[src/rtl/layer23_pkg.sv]
// Shared constants for the layer-23 neuron (forward and backward paths):
// widths, the fixed weight table and the backward FSM state encoding.
package layer23_pkg;

  localparam int unsigned N_IN  = 10;
  localparam int unsigned DW    = 8;
  localparam int unsigned WW    = 10;
  localparam int unsigned GW    = 9;
  localparam int unsigned SHIFT = 9;
  localparam int unsigned IW    = 4;
  localparam int unsigned PW    = DW + WW;
  localparam int unsigned RW    = PW + 1;

  localparam logic [IW-1:0] LAST_IDX = IW'(N_IN - 1);

  // Weights w0..w9, identical to the forward neuron.
  localparam logic signed [WW-1:0] W_ROM [N_IN] = '{
    10'sd219, -10'sd27, -10'sd182, 10'sd193, 10'sd23,
    10'sd12,  10'sd322, -10'sd121, -10'sd332, -10'sd118
  };

  typedef enum logic {
    IDLE = 1'b0,
    RUN  = 1'b1
  } state_e;

endpackage

[src/rtl/layer_23_wrom.sv]
// Combinational index -> weight lookup shared by forward and backward paths.
module layer_23_wrom
  import layer23_pkg::*;
(
  input  logic        [IW-1:0] idx_i,
  output logic signed [WW-1:0] weight_o
);

  // Out-of-range indices read as zero.
  always_comb begin
    weight_o = '0;
    if (idx_i <= LAST_IDX) weight_o = W_ROM[idx_i];
  end

endmodule

[src/rtl/layer_23_bwd.sv]
// Backward pass of the layer-23 output neuron: one delta in, ten gradients
// delta*w_i >>> SHIFT streamed out through a single shared multiplier.
// Optional macro GRAD_ROUND_EN selects round-half-up instead of floor.
module layer_23_bwd
  import layer23_pkg::*;
(
  input  logic          clk,
  input  logic          rst_n,
  input  logic          delta_valid,
  output logic          delta_ready,
  input  logic [DW-1:0] delta,
  output logic          grad_valid,
  input  logic          grad_ready,
  output logic [GW-1:0] grad,
  output logic [3:0]    grad_idx,
  output logic          grad_last
);

  state_e         state_q, state_d;
  logic [DW-1:0]  delta_q, delta_d;
  logic [GW-1:0]  grad_q, grad_d;
  logic [IW-1:0]  idx_q, idx_d;
  logic           valid_q, valid_d;
  logic           last_q, last_d;
  logic           ready_q, ready_d;

  logic signed [DW-1:0] mul_delta_c;
  logic        [IW-1:0] mul_idx_c;
  logic signed [WW-1:0] weight_c;
  logic signed [PW-1:0] prod_c;
  logic        [GW-1:0] grad_c;

  // Multiplier operands: fresh delta for index 0, latched delta afterwards.
  always_comb begin
    mul_delta_c = delta_q;
    mul_idx_c   = idx_q + IW'(1);
    if (state_q == IDLE) begin
      mul_delta_c = delta;
      mul_idx_c   = '0;
    end
  end

  layer_23_wrom u_wrom (
    .idx_i    (mul_idx_c),
    .weight_o (weight_c)
  );

  assign prod_c = mul_delta_c * weight_c;

`ifdef GRAD_ROUND_EN
  localparam logic signed [RW-1:0] RND_HALF = RW'(1) << (SHIFT - 1);
  logic signed [RW-1:0] sum_c;
  assign sum_c  = {prod_c[PW-1], prod_c} + RND_HALF;
  assign grad_c = GW'(sum_c >>> SHIFT);
`else
  assign grad_c = GW'(prod_c >>> SHIFT);
`endif

  // Next-state and output-register update.
  always_comb begin
    state_d = state_q;
    delta_d = delta_q;
    grad_d  = grad_q;
    idx_d   = idx_q;
    valid_d = valid_q;
    last_d  = last_q;
    ready_d = ready_q;
    case (state_q)
      IDLE: begin
        ready_d = 1'b1;
        if (delta_valid && ready_q) begin
          delta_d = delta;
          grad_d  = grad_c;
          idx_d   = '0;
          valid_d = 1'b1;
          last_d  = 1'b0;
          ready_d = 1'b0;
          state_d = RUN;
        end
      end
      RUN: begin
        if (valid_q && grad_ready) begin
          if (idx_q == LAST_IDX) begin
            valid_d = 1'b0;
            last_d  = 1'b0;
            ready_d = 1'b1;
            state_d = IDLE;
          end else begin
            idx_d  = mul_idx_c;
            grad_d = grad_c;
            last_d = (mul_idx_c == LAST_IDX);
          end
        end
      end
      default: state_d = IDLE;
    endcase
  end

  // State and output registers with synchronous active-low reset.
  always_ff @(posedge clk) begin
    if (!rst_n) begin
      state_q <= IDLE;
      delta_q <= '0;
      grad_q  <= '0;
      idx_q   <= '0;
      valid_q <= 1'b0;
      last_q  <= 1'b0;
      ready_q <= 1'b0;
    end else begin
      state_q <= state_d;
      delta_q <= delta_d;
      grad_q  <= grad_d;
      idx_q   <= idx_d;
      valid_q <= valid_d;
      last_q  <= last_d;
      ready_q <= ready_d;
    end
  end

  assign delta_ready = ready_q;
  assign grad_valid  = valid_q;
  assign grad        = grad_q;
  assign grad_idx    = idx_q;
  assign grad_last   = last_q;

endmodule
[config.mk]
export PLATFORM = sky130hd
export DESIGN_NAME = layer_23_bwd
export DESIGN_NICKNAME = d
export VERILOG_FILES = /design/src/rtl/layer23_pkg.sv /design/src/rtl/layer_23_wrom.sv /design/src/rtl/layer_23_bwd.sv
export SDC_FILE = /design/constraint.sdc
export NUM_CORES = 1
export LEC_CHECK = 0
export BUFFER_PORTS_ARGS = -buffer_cell sky130_fd_sc_hd__buf_2
export CORE_MARGIN = 2
export CORE_UTILIZATION = 45
export DETAILED_ROUTE_END_ITERATION = 7
export PLACE_DENSITY_LB_ADDON = 0.15
export RECOVER_POWER = 50
export SYNTH_ARGS = -nofsm -noshare
export SYNTH_HDL_FRONTEND = slang
export SYNTH_SLANG_ARGS = --single-unit
[constraint.sdc]
create_clock -name clk -period 5.3 [get_ports clk]
set_input_delay 0 -clock clk [delete_from_list [all_inputs] [get_ports clk]]
set_output_delay 0 -clock clk [all_outputs]
set_load 0.05 [all_outputs]
After elaboration in Yosys (flattened, before gate mapping)
Memory sizes are Yosys's and may differ from the RTL's.
Cells that the tools add are included.
{"block": "word_totals", "regBits": 25, "mem_bits_ro": 160, "inputBits": 12, "output_inout_bits": 16, "word_cells": 56, "n_memories": 1}
{"name": "(name not given)", "words": 16, "width": 10, "read_ports": 1, "rd_ports_with_merged_regs": 0, "wr": 0, "line": "layer_23_wrom.sv:12", "source": "if (idx_i <= LAST_IDX) weight_o = W_ROM[idx_i];"}
{"block": "op_classes", "add_sub_neg": 1, "mul": 1, "magnitude_cmp": 2, "eq_ne": 6, "muxes": 29, "n_bitwise": 2, "reduce_logical": 7}
{"op": "$mux 10", "count": 3}
{"op": "$mux 9", "count": 3}
{"op": "$mul 8x10->18", "count": 1}
{"op": "$pmux 9 s2", "count": 1}
{"op": "$mux 4", "count": 4}
{"op": "$mux 1", "count": 12}
{"op": "$eq 4x4->1 const B", "count": 2}
{"op": "$mux 8", "count": 1}
{"op": "$pmux 1 s2", "count": 4}
{"op": "$pmux 4 s2", "count": 1}
{"op": "$ne 2x1->1 const B", "count": 3}
{"op": "$reduce_and 2->1", "count": 3}
{"op": "$reduce_and 3->1", "count": 2}
{"op": "$ge 5x5->1 const B", "count": 1}
{"op": "$not 4->5", "count": 1}
{"op": "$add 4x1->4 const B", "count": 1}
{"op": "$le 4x4->1 const B", "count": 1}
{"op": "$logic_and 1x1->1", "count": 2}
{"op": "$ne 2x2->1 const B", "count": 1}
{"op": "$not 1->1", "count": 1}

Logic depth before layout (Yosys ltp)
{"block": "logic_depth", "word_depth": 11, "ltp_mapped": 24, "ltp_nobuf": 24}

By module
From an unflattened synthesis, not the netlist that was laid out.
{"block": "hier_totals", "hier_cells": 465, "area_unflattened_um2": 4150.2}
{"module": "layer_23_bwd", "n_inst": 1, "cells_per_inst": 428, "area_each_um2": 3893.7, "seq_area_each_um2": 500.5}
{"module": "layer_23_wrom", "n_inst": 1, "cells_per_inst": 37, "area_each_um2": 256.5, "seq_area_each_um2": 0.0}

Least setup slack after synthesis
Ideal clock, no wire load.
{"block": "synth_path", "path_type": "register to register", "from": "register idx_q[1], in the netlist grad_idx[1]", "to": "register grad_q[7], in the netlist grad[7]", "setup_ns": 0.120, "arrival_time_ns": 5.807, "t_required_ns": 5.180, "setup_slack_ns": -0.627, "path_stages_with_launch": 24, "path_buffers": 0, "synth_period_minus_slack_ns": 5.927, "path_cell_list": "dfxtp_1 > inv_1 > ha_1 > inv_1 > nand2_1 > ha_1 > nor2_1 > nor2_1 > and3_1 > o21ai_0 > a21oi_1 > fa_1 > inv_1 > fa_1 > inv_1 > fa_1 > inv_1 > fa_1 > inv_1 > ha_1 > a21o_1 > a21o_1 > a221o_1 > a211o_1"}
{"block": "synth_between", "elab_chain_len": 11, "elab_cells_between_ends": 16, "cone_classes": "1 x add/sub; 1 x mul; 1 x order compare; 2 x eq/ne; 8 x mux; 1 x bitwise; 1 x reduce/logical; 1 x memory"}
{"element": "start, declared", "line": "layer_23_bwd.sv:22", "source": "logic [IW-1:0] idx_q, idx_d;"}
{"element": "start signal, assigned", "line": "layer_23_bwd.sv:113", "source": "idx_q <= idx_d;"}
{"element": "$add 4x1->4", "line": "layer_23_bwd.sv:36", "source": "mul_idx_c = idx_q + IW'(1);"}
{"element": "$mux 4", "line": "layer_23_bwd.sv:37", "source": "if (state_q == IDLE) begin"}
{"element": "$not 4->5 (not written as such)", "line": "layer_23_wrom.sv:12"}
{"element": "$mem_v2 16x10"}
{"element": "$mux 10 (not written as such) (2 in series)", "line": "layer_23_wrom.sv:12"}
{"element": "$mux 10", "line": "layer_23_wrom.sv:12"}
{"element": "$mul 8x10->18", "line": "layer_23_bwd.sv:48", "source": "assign prod_c = mul_delta_c * weight_c;"}
{"element": "$mux 9", "line": "layer_23_bwd.sv:83", "source": "if (idx_q == LAST_IDX) begin"}
{"element": "$mux 9", "line": "layer_23_bwd.sv:82", "source": "if (valid_q && grad_ready) begin"}
{"element": "$pmux 9 s2", "line": "layer_23_bwd.sv:68", "source": "case (state_q)"}
{"element": "end signal, assigned", "line": "layer_23_bwd.sv:112", "source": "grad_q <= grad_d;"}
{"element": "end, declared", "line": "layer_23_bwd.sv:21", "source": "logic [GW-1:0] grad_q, grad_d;"}
Parallel ways exist; a longest one is shown, timed or not. The select of a mux whose other input is x is not followed.
A chain may end at the register's enable or synchronous reset.

Worst setup path in the final report
Ends and elaborated chain as after synthesis.

==> flow_metrics.py <==
metrics = {
    "run_status": {
        "status": "completed",
    },
    "cts": {
        "clock_path_buffers": 2,
        "clk_pin_slew_ns": 0.10,
        "cts_buffers": 3,
        "cts_tree": "yes",
        "clock_sinks": 25,
        "htreeDepth": 1,
        "clock_latency_ns": 0.29,
        "cts-root-buf": "clkbuf_8",
    },
    "sta": {
        "timing.final.ws_setup_ns": 0.05206,
        "drv_slew": 0,
        "setup_viol": 0,
        "timing.final.crit_share": 0.9902,
        "setup_tns_ns": 0,
        "maxSlewHeadroom": 0.4344,
        "fin_skew_ns": 0.006248,
        "fin_hold_ws_ns": 0.1087,
        "period_minus_slack_ns": 5.248,
        "worst_slew_pin_slew_ns": 0.8475,
        "fmax_ghz": 0.1906,
        "hold_viol_final": 0,
        "rsz0062_at_grt": "yes",
    },
    "run": {
        "cap_violations": 0,
    },
    "logic_synthesis": {
        "synth_warnings": 0,
        "synth_top_area_frac": 0.2882,
        "synth-seq-cells": 25,
        "ys_seq_area_frac": 0.1109,
        "ys_types": 58,
        "synth_top_cell_by_area": "fa_1",
        "netlist_area_um2": 4514,
        "ys_async_sr_fraction": 0,
        "synthTopCellsByCount": "inv_1, fa_1, nor2_1, a21oi_1, ha_1",
        "synthesis.nets": 651,
        "yosysMostFrequentCell": "inv_1",
        "synth_edf_count": 0,
        "synth_area_leaders": "fa_1, dfxtp_1, ha_1",
        "synth_flop_cell": "dfxtp_1",
        "synth_cells": 534,
        "syn_area_per_cell_um2": 8.454,
    },
    "routing": {
        "routed_wl_um": 11770,
        "drc_errors": 0,
        "wire_per_inst_um": 14.98,
        "postRouteAntennaNets": 0,
        "drt_iter0_markers": 279,
        "vias": 4215,
        "drtPass1Iterations": 5,
        "vias_per_cell": 5.363,
    },
    "critical_path": {
        "required_ns": 5.48,
        "start_kind": "register",
        "arrival_ns": 5.43,
        "path_max_fanout": 6,
        "path_class": "reg -> reg",
        "worstSetupEndpointType": "register",
    },
    "floorplan": {
        "row_count": 36,
        "core_um2": 9774,
        "dieArea_um2": 10850,
        "chipHeight_um": 104.2,
        "io-pin-count": 28,
        "die_x_um": 104.2,
        "initial_core_util": 0.4619,
    },
    "global_route": {
        "antenna_found_initial": 0,
        "grt_pass1_vias": 4127,
        "grt_start_max_net_pins": 24,
        "grt_pass1_wl_um": 19820,
        "overflow": 0,
        "grt.total_usage": 0.2229,
    },
    "layout": {
        "drive_gt1_frac": 0.3139,
        "areaGrowthSynthToFinish_pct": 34.65,
        "fill_cells": 883,
        "multi_input_area_um2": 4073,
        "seq_area_um2": 510.5,
        "antenna_cells": 0,
        "fin_nets": 771,
    },
    "placed_design": {
        "gp_congestion": 0.9162,
        "io_buffers": 27,
        "detailed_place_hpwl_um": 9170,
        "dpl_worst_slack_ns": -0.1460,
    },
    "power": {
        "vdd_ir_drop_max_mv": 0.3602,
        "p_clk_frac": 0.044,
        "combinationalPowerShare": 0.880,
        "power_mw": 2.948,
        "seqPwrFrac": 0.077,
        "cellPowerDensity_nw_per_um2": 485.0,
        "p_int_mw": 1.494,
        "swShare": 0.4931,
        "p_leak_nw": 2.710,
        "power.switching_mw": 1.453,
    },
    "worst_hold_path": {
        "hold_path.class": "in -> reg",
    },
}
## layer usage
layer / up-vias / share of wire / track usage
li1: 2003 / - / -
met1: 2082 / 0.46 / 0.3263
met2: 112 / 0.48 / 0.3524
met3: 18 / 0.048 / 0.01504
met4: 0 / 0.020 / 0.07239
met5: - / 0 / 0
## layout make-up
| class | count | area share |
|---|---|---|
| well taps | 133 | 0.02738 |
| multi-input cells | 404 | 0.6700 |
| clock inverters | 1 | 0.001441 |
| flip-flops and latches | 25 | 0.08399 |
| clock buffers | 3 | 0.006793 |
| inverters | 90 | 0.05599 |
| repair buffers | 130 | 0.1544 |
## sequential cells by signal, indices dropped and copies added (netlist names)
register	flops
delta_ready	1
grad_valid	1
grad_last	1
delta_q	8
grad_idx	4
state_q	1
grad	9
## cells by family (layout without fill, tap and decap cells)
group / count (synthesis) / in the layout / synth area share
and+or+nand+nor: 164 / 164 / 0.1760
AOI/OAI and AO/OA: 111 / 111 / 0.1649
adders and majority gates: 105 / 105 / 0.3991
buffers and inverters: 105 / 224 / 0.09229
DFF: 25 / 25 / 0.1109
muxes: 13 / 13 / 0.02966
xor gates and xnor gates: 11 / 11 / 0.02716
## final timing paths
| kind | start | to | slack [ns] | depth (start not counted) |
|---|---|---|---|---|
| setup / recovery | grad_idx[1] | grad[7] | 0.05 | 23 |
| setup reg to reg | grad_idx[1] | grad[7] | 0.05 | 23 |
| hold reg to reg | delta_q[6] | delta_q[6] | 0.46 | 2 |
| hold / removal | grad_ready | grad_valid | 0.11 | 4 |
## repair_timing
item / in CTS / in global routing
hold buffers: 8 / 0
buffers inserted: 5 / 18
pin swaps: 17 / 49
endpoints found under the hold margin: 8 / 0
endpoints found under the setup margin: 8 / 9
gates resized for setup: 33 / 62
## power by group through the flow
| stage | sequential [mW] | clock (mW) | combinational [mW] |
|---|---|---|---|
| global route | 0.229 | 0.139 | 2.86 |
| detailed placement | 0.229 | 0 | 2.08 |
| floorplan | 0.301 | 0 | 1.32 |
| finish | 0.226 | 0.128 | 2.59 |
| global placement | 0.228 | 0 | 2.04 |
| CTS | 0.225 | 0.134 | 2.21 |
## cell usage in the layout, fill, tap and decap left out, types with 21 or more instances in the layout
cell     count
nand2_1     36
dfxtp_1     21
a21oi_1     35
nor2_1      46
fa_1        60
ha_1        24
buf_4       87
inv_1       81
## critical path, cell delays in order (launching register included)
cell	delay (ns)
dfxtp_4	0.36
inv_2	0.04
ha_4	0.22
inv_4	0.06
nand2_4	0.07
buf_4	0.15
ha_1	0.28
inv_2	0.09
o21ai_2	0.08
a32oi_4	0.29
nor2_1	0.13
ha_1	0.34
buf_4	0.15
buf_4	0.12
fa_1	0.48
fa_1	0.55
inv_1	0.05
fa_1	0.47
inv_1	0.06
ha_4	0.24
a21o_1	0.15
a21o_1	0.18
a221o_1	0.32
a211o_1	0.25
## metrics by stage
stage / instances / utilization / area [um^2]
after global routing: 786 / 0.6219 / 6078
final: 786 / 0.6219 / 6078
after floorplan: 534 / - / 4604
after detailed placement: 751 / 0.5486 / 5363
after global placement: 751 / 0.5486 / 5363
after CTS: 768 / 0.5801 / 5670
Note: power is estimated with default switching activity, not from simulation.
